==> src/rtl/exe_mem_skid_reg_pkg.sv <==
// -----------------------------------------------------------------------------
// exe_mem_skid_reg_pkg
//   Shared definitions for the EXE->MEM skid register:
//     - skid_state_e : occupancy state of the two-entry buffer
//     - entry layout : one entry is {ctrl[2:0], dest, aluRes, valRm}, packed
//                      MSB to LSB; the helpers below give widths and offsets
//                      so the top and the entry register agree on the layout.
// -----------------------------------------------------------------------------
package exe_mem_skid_reg_pkg;

    typedef enum logic [1:0] {
        S_EMPTY = 2'd0,   // no valid entry
        S_ONE   = 2'd1,   // head valid
        S_TWO   = 2'd2    // head and skid valid
    } skid_state_e;

    // Control field bit positions inside the 3-bit ctrl field
    localparam int CTRL_W      = 3;
    localparam int CTRL_WB_BIT = 2;
    localparam int CTRL_RD_BIT = 1;
    localparam int CTRL_WR_BIT = 0;

    function automatic int entry_w(input int dest_w, input int data_w);
        return CTRL_W + dest_w + 2 * data_w;
    endfunction

    // valRm occupies the low DATA_W bits, then aluRes, then dest, then ctrl
    function automatic int off_alures(input int data_w);
        return data_w;
    endfunction

    function automatic int off_dest(input int data_w);
        return 2 * data_w;
    endfunction

    function automatic int off_ctrl(input int dest_w, input int data_w);
        return 2 * data_w + dest_w;
    endfunction

endpackage

==> src/rtl/exe_mem_skid_reg_entry.sv <==
// -----------------------------------------------------------------------------
// pipe_entry_reg
//   W-bit register with synchronous clear and load enable. Used for both the
//   head and the skid entry of exe_mem_skid_reg. When neither clr nor load is
//   asserted the contents are held, which is what keeps the head bit-stable
//   while MEM is not ready.
// Ports
//   clk   in  1  clock
//   clr   in  1  synchronous clear (dominates load)
//   load  in  1  capture d on the next posedge
//   d     in  W  next entry value
//   q     out W  stored entry
// -----------------------------------------------------------------------------
module pipe_entry_reg #(
    parameter int W = 8
) (
    input  logic         clk,
    input  logic         clr,
    input  logic         load,
    input  logic [W-1:0] d,
    output logic [W-1:0] q
);

    logic [W-1:0] q_d;
    logic [W-1:0] q_q;

    // NOTE: the hold path (q_d = q_q) is the first assignment so every branch
    // leaves q_d defined and no latch is inferred.
    always_comb begin
        q_d = q_q;
        if (clr) begin
            q_d = '0;
        end else if (load) begin
            q_d = d;
        end
    end

    // NOTE: sequential state is written with non-blocking assignments only, so
    // every flop samples the pre-edge values of the others.
    always_ff @(posedge clk) begin
        q_q <= q_d;
    end

    assign q = q_q;

endmodule

==> src/rtl/exe_mem_skid_reg.sv <==
// -----------------------------------------------------------------------------
// exe_mem_skid_reg
//   EXE->MEM pipeline register with a two-entry skid buffer. The head entry
//   drives the MEM request and stays bit-stable until MEM accepts it; one
//   further instruction is absorbed into the skid entry so the upstream freeze
//   can be registered (no combinational path from memReady to freezeOut).
// Ports
//   clk, rst                     clock, synchronous active-high reset
//   exeValid/exeWbEn/exeMemRead/
//   exeMemWrite/exeDest/
//   exeAluRes/exeValRm           instruction presented by EXE
//   freezeOut                    registered; 1 = upstream must hold
//   memReady                     MEM completes the head this cycle
//   wbEn/memRead/memWrite        head controls, 0 while head empty
//   dest/aluRes/valRm            head data, held while head empty
//   stallCount                   saturating count of stalled head cycles
// -----------------------------------------------------------------------------
module exe_mem_skid_reg
    import exe_mem_skid_reg_pkg::*;
#(
    parameter int DATA_W = 32,
    parameter int DEST_W = 4,
    parameter int CNT_W  = 16
) (
    input  logic              clk,
    input  logic              rst,
    input  logic              exeValid,
    input  logic              exeWbEn,
    input  logic              exeMemRead,
    input  logic              exeMemWrite,
    input  logic [DEST_W-1:0] exeDest,
    input  logic [DATA_W-1:0] exeAluRes,
    input  logic [DATA_W-1:0] exeValRm,
    output logic              freezeOut,
    input  logic              memReady,
    output logic              wbEn,
    output logic              memRead,
    output logic              memWrite,
    output logic [DEST_W-1:0] dest,
    output logic [DATA_W-1:0] aluRes,
    output logic [DATA_W-1:0] valRm,
    output logic [CNT_W-1:0]  stallCount
);

    localparam int ENTRY_W  = entry_w(DEST_W, DATA_W);
    localparam int OFF_ALU  = off_alures(DATA_W);
    localparam int OFF_DEST = off_dest(DATA_W);
    localparam int OFF_CTRL = off_ctrl(DEST_W, DATA_W);

    skid_state_e        state_q, state_d;
    logic               freeze_q, freeze_d;
    logic [CNT_W-1:0]   stall_cnt_q, stall_cnt_d;

    logic [ENTRY_W-1:0] in_entry;
    logic [ENTRY_W-1:0] head_q, head_d;
    logic [ENTRY_W-1:0] skid_q;
    logic               head_load, skid_load, head_from_skid;
    logic               head_valid, push, consume;

    assign in_entry   = {exeWbEn, exeMemRead, exeMemWrite, exeDest, exeAluRes, exeValRm};
    assign head_valid = (state_q != S_EMPTY);
    assign push       = exeValid & ~freeze_q;
    assign consume    = head_valid & memReady;

    // Occupancy FSM: decides which entry registers load this cycle.
    always_comb begin
        state_d        = state_q;
        head_load      = 1'b0;
        skid_load      = 1'b0;
        head_from_skid = 1'b0;
        unique case (state_q)
            S_EMPTY: begin
                if (push) begin
                    head_load = 1'b1;
                    state_d   = S_ONE;
                end
            end
            S_ONE: begin
                if (push && consume) begin
                    head_load = 1'b1;          // back-to-back, no bubble
                end else if (consume) begin
                    state_d   = S_EMPTY;       // head data left in place
                end else if (push) begin
                    skid_load = 1'b1;
                    state_d   = S_TWO;
                end
            end
            S_TWO: begin
                // push is impossible here: freeze_q is high in this state
                if (consume) begin
                    head_load      = 1'b1;
                    head_from_skid = 1'b1;
                    state_d        = S_ONE;
                end
            end
            default: state_d = S_EMPTY;
        endcase
    end

    assign head_d = head_from_skid ? skid_q : in_entry;

    // freeze is registered from the next state, so it tracks state_q == S_TWO
    // exactly while coming straight out of a flop.
    assign freeze_d = (state_d == S_TWO);

    always_comb begin
        stall_cnt_d = stall_cnt_q;
        if (head_valid && !memReady && !(&stall_cnt_q)) begin
            stall_cnt_d = stall_cnt_q + CNT_W'(1);
        end
    end

    always_ff @(posedge clk) begin
        if (rst) begin
            state_q     <= S_EMPTY;
            freeze_q    <= 1'b0;
            stall_cnt_q <= '0;
        end else begin
            state_q     <= state_d;
            freeze_q    <= freeze_d;
            stall_cnt_q <= stall_cnt_d;
        end
    end

    pipe_entry_reg #(.W(ENTRY_W)) u_head (
        .clk  (clk),
        .clr  (rst),
        .load (head_load),
        .d    (head_d),
        .q    (head_q)
    );

    pipe_entry_reg #(.W(ENTRY_W)) u_skid (
        .clk  (clk),
        .clr  (rst),
        .load (skid_load),
        .d    (in_entry),
        .q    (skid_q)
    );

    assign freezeOut  = freeze_q;
    assign wbEn       = head_valid & head_q[OFF_CTRL + CTRL_WB_BIT];
    assign memRead    = head_valid & head_q[OFF_CTRL + CTRL_RD_BIT];
    assign memWrite   = head_valid & head_q[OFF_CTRL + CTRL_WR_BIT];
    assign dest       = head_q[OFF_DEST +: DEST_W];
    assign aluRes     = head_q[OFF_ALU +: DATA_W];
    assign valRm      = head_q[0 +: DATA_W];
    assign stallCount = stall_cnt_q;

endmodule
==> config.mk <==
export PLATFORM = sky130hd
export DESIGN_NAME = exe_mem_skid_reg
export DESIGN_NICKNAME = d
export VERILOG_FILES = /design/src/rtl/exe_mem_skid_reg_pkg.sv /design/src/rtl/exe_mem_skid_reg_entry.sv /design/src/rtl/exe_mem_skid_reg.sv
export SDC_FILE = /design/constraint.sdc
export NUM_CORES = 1
export LEC_CHECK = 0
export CAP_MARGIN = 20
export CELL_PAD_IN_SITES_DETAIL_PLACEMENT = 0
export CELL_PAD_IN_SITES_GLOBAL_PLACEMENT = 1
export CORE_MARGIN = 2
export CORE_UTILIZATION = 39
export CTS_BUF_LIST = sky130_fd_sc_hd__clkbuf_16
export CTS_CLUSTER_DIAMETER = 120
export DETAILED_ROUTE_END_ITERATION = 8
export MAX_ROUTING_LAYER = met4
export PLACE_DENSITY_LB_ADDON = 0.1
export SLEW_MARGIN = 20
export SYNTH_ARGS = -nofsm -noshare
export SYNTH_HDL_FRONTEND = slang
export SYNTH_HIERARCHICAL = 1
export SYNTH_SLANG_ARGS = --single-unit
==> constraint.sdc <==
create_clock -name clk -period 2.85 [get_ports clk]
set_input_delay 0.855 -clock clk [delete_from_list [all_inputs] [get_ports clk]]
set_output_delay 0.855 -clock clk [all_outputs]
set_load 0.01 [all_outputs]
Yosys cells after proc, flatten, opt, wreduce, memory -nomap -nowiden
Index checks and enable logic that the tools add are counted.
{"block": "classes", "n_bitwise": 6, "n_reduce_logical": 8, "mux": 15, "eq_ne": 3, "addsub": 1}
{"cell": "$mux W71", "n": 1}
{"cell": "$add A16 B1 Y16 const B", "n": 1}
{"cell": "$reduce_and A16 Y1", "n": 1}
{"cell": "$mux W2", "n": 5}
{"cell": "$mux W1", "n": 7}
{"cell": "$pmux W2 S3", "n": 1}
{"cell": "$and A1 B1 Y1", "n": 5}
{"cell": "$eq A2 B2 Y1 const B", "n": 2}
{"cell": "$logic_and A1 B1 Y1", "n": 3}
{"cell": "$pmux W1 S3", "n": 1}
{"cell": "$eq A2 B1 Y1 const B", "n": 1}
{"cell": "$logic_not A1 Y1", "n": 2}
{"cell": "$logic_not A2 Y1", "n": 1}
{"cell": "$reduce_bool A2 Y1", "n": 1}
{"cell": "$not A1 Y1", "n": 1}
{"block": "word_totals", "wordCells": 38, "in_bits": 75, "regBits": 161}

Logic depth before layout (Yosys ltp)
Gate-level depths: netlist of run 1.
{"block": "depth", "ltp_word": 7, "depth_mapped": 9, "depth_no_buf": 5}

Modules after synthesis
Netlist of run 1, hierarchy kept.
{"mod": "pipe_entry_reg", "area_each_um2": 2546.2, "cells_per_inst": 229, "n_inst": 2}
{"mod": "exe_mem_skid_reg", "area_each_um2": 1869.3, "cells_per_inst": 202, "n_inst": 1}

Worst setup path before layout of run 1
Ideal clock, no wire load.
{"block": "synth_path", "path_type": "input -> register", "start": "in memReady", "end": "reg stall_cnt_q[13] (netlist: stallCount[13])", "required_ns": 2.779, "n_path_buf": 1, "path_stages": 5, "arrival_ns": 2.176, "path_slack_ns": 0.604, "path_cell_list": "buf_6 o21bai_4 or4_4 or4_1 a21oi_1"}
{"block": "synth_between", "elab_chain_len": 3}
{"element": "start: declaration", "line_no": "exe_mem_skid_reg.sv:35", "source": "input logic memReady,"}
{"element": "$logic_not A1 Y1", "line_no": "exe_mem_skid_reg.sv:108", "source": "if (head_valid && !memReady && !(&stall_cnt_q)) begin"}
{"element": "$logic_and A1 B1 Y1 (2 in a row)", "line_no": "exe_mem_skid_reg.sv:108"}
{"element": "end signal: assignment", "line_no": "exe_mem_skid_reg.sv:121", "source": "stall_cnt_q <= stall_cnt_d;"}
{"element": "end: declaration", "line_no": "exe_mem_skid_reg.sv:52", "source": "logic [CNT_W-1:0] stall_cnt_q, stall_cnt_d;"}
No other way between the ends.
A chain may end at the register's enable or synchronous reset.

Worst setup path in the final report of run 1
{"block": "layout_path", "start": "reg state_q[0]", "end": "out wbEn"}
{"block": "layout_between", "elab_chain_len": 2}
{"element": "start: declaration", "line_no": "exe_mem_skid_reg.sv:50", "source": "skid_state_e state_q, state_d;"}
{"element": "start signal: assignment", "line_no": "exe_mem_skid_reg.sv:119", "source": "state_q <= state_d;"}
{"element": "$reduce_bool A2 Y1", "line_no": "exe_mem_skid_reg.sv:61", "source": "assign head_valid = (state_q != S_EMPTY);"}
{"element": "$and A1 B1 Y1", "line_no": "exe_mem_skid_reg.sv:142", "source": "assign wbEn = head_valid & head_q[OFF_CTRL + CTRL_WB_BIT];"}
{"element": "end: declaration", "line_no": "exe_mem_skid_reg.sv:36", "source": "output logic wbEn,"}
No other way between the ends.

==> results of run 1 <==
==> power groups by stage <==
stage	sequential, uW	combinational [uW]	clock [uW]
final	2420	735	2420
after global routing	2430	797	2610
after global placement	2460	728	0
after detailed placement	2470	743	0
after CTS	2420	746	2500
after floorplan	2490	386	0
==> per-layer routing <==
metal	up-vias	share of wire	GRT usage	wire length, um
met5	-	0	-	0
li1	2599	-	-	-
met1	2450	0.45	0.2180	7354
met4	0	0.011	0.05498	186
met3	13	0.055	0.04746	896
met2	107	0.48	0.2841	7828
==> placed cells by master (no fill, tap or decap), types with 6 or more instances in the layout <==
| cell | netlist | final |
|---|---|---|
| o31ai_1 | 8 | 7 |
| or4_1 | 8 | 8 |
| clkbuf_16 | 0 | 17 |
| dfxtp_1 | 161 | 160 |
| a21oi_1 | 12 | 12 |
| nand2_1 | 7 | 6 |
| mux2i_1 | 143 | 143 |
| clkdlybuf4s50_1 | 0 | 161 |
| nor2_1 | 149 | 149 |
| buf_12 | 0 | 11 |
| mux2_2 | 73 | 73 |
| nor2b_1 | 7 | 7 |
| buf_4 | 0 | 6 |
==> synth_stat cells, types with 4 or more instances <==
master,instances
a21oi_1,12
nand2_1,7
nand4_1,5
o31ai_1,8
nor2_1,149
buf_8,14
o21ai_0,5
or3_1,5
clkbuf_1,19
dfxtp_1,161
buf_2,8
nor3_1,4
nor2b_1,7
nand3_1,5
mux2_2,73
or4_1,8
mux2i_1,143
==> registers in the layout, summed over array words and instances (netlist names) <==
name	count
u_skid/q	71
freezeOut	1
stallCount	16
state_q	2
u_head/q	71
==> critical path, stage by stage, from the launching register on <==
cell and delay, ns:
dfxtp_1 0.49, nor2_1 0.14, nor2b_1 0.13, clkdlybuf4s50_1 0.60
==> per-stage QoR <==
step	hold slack (ns)	instance area [sq um]
floorplan	0.4520	6962
global placement	0.4671	8787
detailed placement	0.4766	8787
CTS	0.4910	9417
global route	0.5139	9418
finish	0.4831	9418
==> cells by family (layout without fill, tap and decap cells) <==
logic type      count (synthesis)  after routing  synth area share
fa+ha+maj                       1              1          0.001797
buf+inv                        48            212           0.05356
mux                           216            216            0.3237
simple gates                  203            203            0.1281
xor+xnor                        1              1          0.001258
compound gates                 30             30           0.02858
flops                         161            161            0.4630
==> worst max path at each step <==
stage,startpoint,endpoint,slack [ns]
finish,state_q[0]$_SDFF_PP0_,wbEn,0.23
detailed placement,memReady,stallCount[13]$_SDFFE_PP0P_,0.12
floorplan,memReady,stallCount[13]$_SDFFE_PP0P_,0.60
CTS,state_q[1]$_SDFF_PP0_,wbEn,0.05
global route,state_q[0]$_SDFF_PP0_,wbEn,0.07
global placement,memReady,stallCount[13]$_SDFFE_PP0P_,0.18
==> layout make-up <==
class / count / area, sq um / area share
Multi-Input combinational cell: 451 / 3398 / 0.3608
Sequential cell: 161 / 3224 / 0.3424
Timing Repair Buffer: 178 / 1877 / 0.1993
Clock buffer: 17 / 425.4 / 0.04517
Tap cell: 225 / 281.5 / 0.02989
Clock inverter: 15 / 203.9 / 0.02166
Inverter: 2 / 7.507 / 0.0007971
==> results.yml, run 1 <==
status:
  outcome: "finished clean"
power_and_ir_drop:
  pwr-share-clk: 0.434
  total_power_uw: 5570
  netSwitchingPower_uw: 1313
  powerDensity_nw_per_um2: 591.4
  vdd_ir_drop_max_mv: 0.4335
  p_seq_frac: 0.434
  intPower_uw: 4257
  p_sw_frac: 0.2357
  p_leak_uw: 0.003529
  comb_power_share: 0.132
setup_path:
  crit_type: "flip-flop to output port"
  r2r_slack_ns: 0.93
  start_kind: "flip-flop"
  reg2reg_depth: 6
  cp.required_ns: 2.00
  cp-end-kind: "output port"
  timing.rr.start: "stallCount[0]$_SDFFE_PP0P_"
  critPathMaxFanout: 7
  cp.arrival_ns: 1.77
  r2r-end: "stallCount[7]$_SDFFE_PP0P_"
yosys:
  syn-num-nets: 736
  syn_inst: 660
  yosysSeqAreaShare: 0.4630
  synth_cell_types: 35
  synth_area_leaders: "dfxtp_1, mux2i_1, mux2_2"
  syn_area_sq_um: 6962
  synth_top_area_frac: 0.4630
  synth-main-ff-cell: "dfxtp_1"
  async_reset_ff_frac: 0
  synth-edff-count: 0
  yosys_register_bits: 161
  synth_area_leader_cell: "dfxtp_1"
  syn_avg_cell_area_sq_um: 10.55
  yosysWarnings: 6
sta:
  hold_viol: 0
  tightest_slew_ns: 0.5680
  finalSetupViolations: 0
  rsz0062_at_grt: "no"
  tns_ns: 0
  fin_crit_ns: 2.620
  skew_ns: 0.008671
  layout_setup_ws_ns: 0.2300
  clock.fmax_mhz: 381.7
  maxSlewHeadroom: 0.6214
  period_share: 0.9193
  drv_slew: 0
die:
  fp.dieH_um: 137.6
  pin_count: 163
  coreArea_sq_um: 17360
  fp-row-count: 48
  initial_core_util: 0.4011
  die_w_um: 137.6
  dieArea_sq_um: 18940
clock_network:
  clock_latency_ns: 0.42
  cts.sinks: 161
  ctsHoldBuffers: 0
  cts_buffer_depth: 2
  path_clk_slew_ns: 0.06
  cts_tree: "built"
  cts-resized-gates: 0
  cts_buffers: 17
  htree_levels: 4
  cts_setup_buffers: 0
  root_buffer: "clkbuf_16"
hold_path:
  hold_path_depth: 2
  holdPathEnd: "u_head/q[68]$_SDFFE_PP0P_"
  hp-class: "flip-flop to flip-flop"
  hp-start: "u_head/q[68]$_SDFFE_PP0P_"
placement:
  gp_congestion: 0.7607
  place_ws_ns: 0.1173
  dp.cells: 1017
  place_hpwl_um: 10950
  portBuffers: 162
global_routing:
  grt_max_degree: 52
  grt_antenna_before_repair: 0
  grt_util_all_layers: 0.1772
  grt_pass1_vias: 5098
  grt_pass1_wl_um: 25320
  overflow: 0
routing:
  drt_iter0_markers: 165
  routed_wl_um: 16270
  vias: 5169
  drtPass1Iterations: 4
  ant_nets: 0
  drc: 0
  wl_per_cell_um: 15.51
  via_per_inst: 4.928
layout:
  finalNonFillerCells: 1049
  num-fill-cells: 1518
  drive_above_1_share: 0.1553
  final_util: 0.5426
  antenna-diode-count: 0
  nNetsFinal: 887
  area_growth_pct: 35.28
flow_run:
  maxCapViolations: 0
Power figures use the tool's default switching activity.
==> run 2, diff against run 1 <==
--- a/config.mk
+++ b/config.mk
@@ -6,14 +6,13 @@
 export NUM_CORES = 1
 export LEC_CHECK = 0
 export CAP_MARGIN = 20
-export CELL_PAD_IN_SITES_DETAIL_PLACEMENT = 0
+export CELL_PAD_IN_SITES_DETAIL_PLACEMENT = 1
 export CELL_PAD_IN_SITES_GLOBAL_PLACEMENT = 1
 export CORE_MARGIN = 2
 export CORE_UTILIZATION = 39
 export CTS_BUF_LIST = sky130_fd_sc_hd__clkbuf_16
 export CTS_CLUSTER_DIAMETER = 120
 export DETAILED_ROUTE_END_ITERATION = 8
-export MAX_ROUTING_LAYER = met4
 export PLACE_DENSITY_LB_ADDON = 0.1
 export SLEW_MARGIN = 20
 export SYNTH_ARGS = -nofsm -noshare
==> run 2 against run 1 <==
Net effect:
- fmax up 0.61%
- design area decreased by 0.80%
- setup slack improved by 0.016 ns
- largest cell class unchanged
- register-to-register slack worse by 0.04 ns
==> results.yml, run 2 (synthesis results as in run 1) <==
status:
  outcome: "finished clean"
sta:
  tns_ns: 0
  tightest_slew_ns: 0.5774
  maxSlewHeadroom: 0.6151
  clock.fmax_mhz: 384.0
  drv_slew: 0
  hold_viol: 0
  finalSetupViolations: 0
  rsz0062_at_grt: "no"
  fin_crit_ns: 2.604
  skew_ns: 0.01003
  period_share: 0.9137
routing:
  routed_wl_um: 17730
  ant_nets: 0
  wl_per_cell_um: 16.90
  via_per_inst: 5.000
  drc: 0
  drt_iter0_markers: 150
  drtPass1Iterations: 4
  vias: 5245
setup_path:
  critical-path-slowest-cell: "clkdlybuf4s50_1"
  crit_type: "flip-flop to output port"
  cp.required_ns: 2.00
  cp.arrival_ns: 1.75
  cp_cell_sequence: "nor2_1 > nor2b_1 > clkdlybuf4s50_1"
  critPathMaxFanout: 7
  cp-end-kind: "output port"
  cp_slowest_stage_delay_ns: 0.59
  start_kind: "flip-flop"
global_routing:
  grt_util_all_layers: 0.1916
  grt_max_degree: 52
  grt_pass1_wl_um: 28430
  grt_pass1_vias: 5706
  grt_antenna_before_repair: 0
  overflow: 0
placement:
  gp_congestion: 0.7510
  portBuffers: 162
  place_hpwl_um: 12220
clock_network:
  cts_buffer_depth: 2
  cts_tree: "built"
  cts_setup_buffers: 0
  cts.sinks: 161
  clock_latency_ns: 0.42
  htree_levels: 4
  cts_buffers: 17
  path_clk_slew_ns: 0.07
  root_buffer: "clkbuf_16"
  ctsHoldBuffers: 0
  cts-resized-gates: 0
die:
  fp.dieH_um: 137.6
  coreArea_sq_um: 17360
  fp-row-count: 48
  initial_core_util: 0.4011
  pin_count: 163
  dieArea_sq_um: 18940
  die_w_um: 137.6
power_and_ir_drop:
  pwr-share-clk: 0.402
  intPower_uw: 3921
  total_power_uw: 5292
  p_leak_uw: 0.003493
  comb_power_share: 0.141
  netSwitchingPower_uw: 1371
  p_sw_frac: 0.2591
  powerDensity_nw_per_um2: 566.4
  p_seq_frac: 0.457
  vdd_ir_drop_max_mv: 0.4588
flow_run:
  maxCapViolations: 0
layout:
  num-fill-cells: 1865
  nNetsFinal: 887
  antenna-diode-count: 0
  final_common_cell: "clkdlybuf4s50_1"
  multi_input_area_sq_um: 3398
  drive_above_1_share: 0.1566
  final_cell_mix: "clkdlybuf4s50_1, dfxtp_1, nor2_1"
  seqCellArea_sq_um: 3224
  area_growth_pct: 34.20
hold_path:
  hp-class: "flip-flop to flip-flop"
-- run 2: cell count changes in the layout (fill, tap and decap cells not counted), sizes merged --
cell,change
bufinv,-4
inv,+2
clkinv,+1
clkinvlp,+1
-- run 2: worst max-delay path, delay by kind of cell (launching register included) --
family | cells | cell delay (ns)
buffers and inverters | 1 | 0.59
DFF | 1 | 0.49
and+or+nand+nor | 2 | 0.26
-- run 2: final cells by class --
type,instances,share of cell area
well taps,225,0.03013
flip-flops and latches,161,0.3451
clock buffers,17,0.04553
clock inverters,15,0.01379
multi-input cells,451,0.3637
inverters,2,0.0008035
repair buffers,178,0.2009
-- run 2: final timing paths --
| kind | from | endpoint | slack (ns) | cells after the start |
|---|---|---|---|---|
| max reg2reg | stallCount[0]$_SDFFE_PP0P_ | stallCount[5]$_SDFFE_PP0P_ | 0.89 | 6 |
| max | state_q[0]$_SDFF_PP0_ | wbEn | 0.25 | 3 |
| min | u_head/q[14]$_SDFFE_PP0P_ | u_head/q[14]$_SDFFE_PP0P_ | 0.49 | 2 |
| min reg2reg | u_head/q[14]$_SDFFE_PP0P_ | u_head/q[14]$_SDFFE_PP0P_ | 0.49 | 2 |
-- run 2: per-layer routing --
layer	GRT usage	routed length (um)
met5	0	0
met4	0.05785	196
met3	0.05776	1014
met2	0.3400	8952
met1	0.2210	7565
-- run 2: stage by stage --
| step | area [sq um] | util | setup slack, ns | std cells | hold slack, ns |
|---|---|---|---|---|---|
| final | 9343 | 0.5383 | 0.2458 | 1049 | 0.4910 |
| after global routing | 9343 | 0.5383 | 0.07228 | 1049 | 0.5189 |
| after CTS | 9341 | 0.5382 | 0.01666 | 1049 | 0.4983 |
| after detailed placement | 8787 | 0.5063 | 0.1357 | 1017 | 0.4808 |
| after global placement | 8787 | 0.5063 | 0.1787 | 1017 | 0.4671 |
| after floorplan | 6962 | - | 0.6037 | 660 | 0.4520 |
-- run 2: power by group through the flow --
stage | Combinational [uW] | Clock, uW | Sequential (uW)
after floorplan | 386 | 0 | 2490
after global routing | 809 | 2310 | 2430
after global placement | 728 | 0 | 2460
final | 744 | 2130 | 2420
after detailed placement | 751 | 0 | 2470
after CTS | 756 | 2200 | 2420
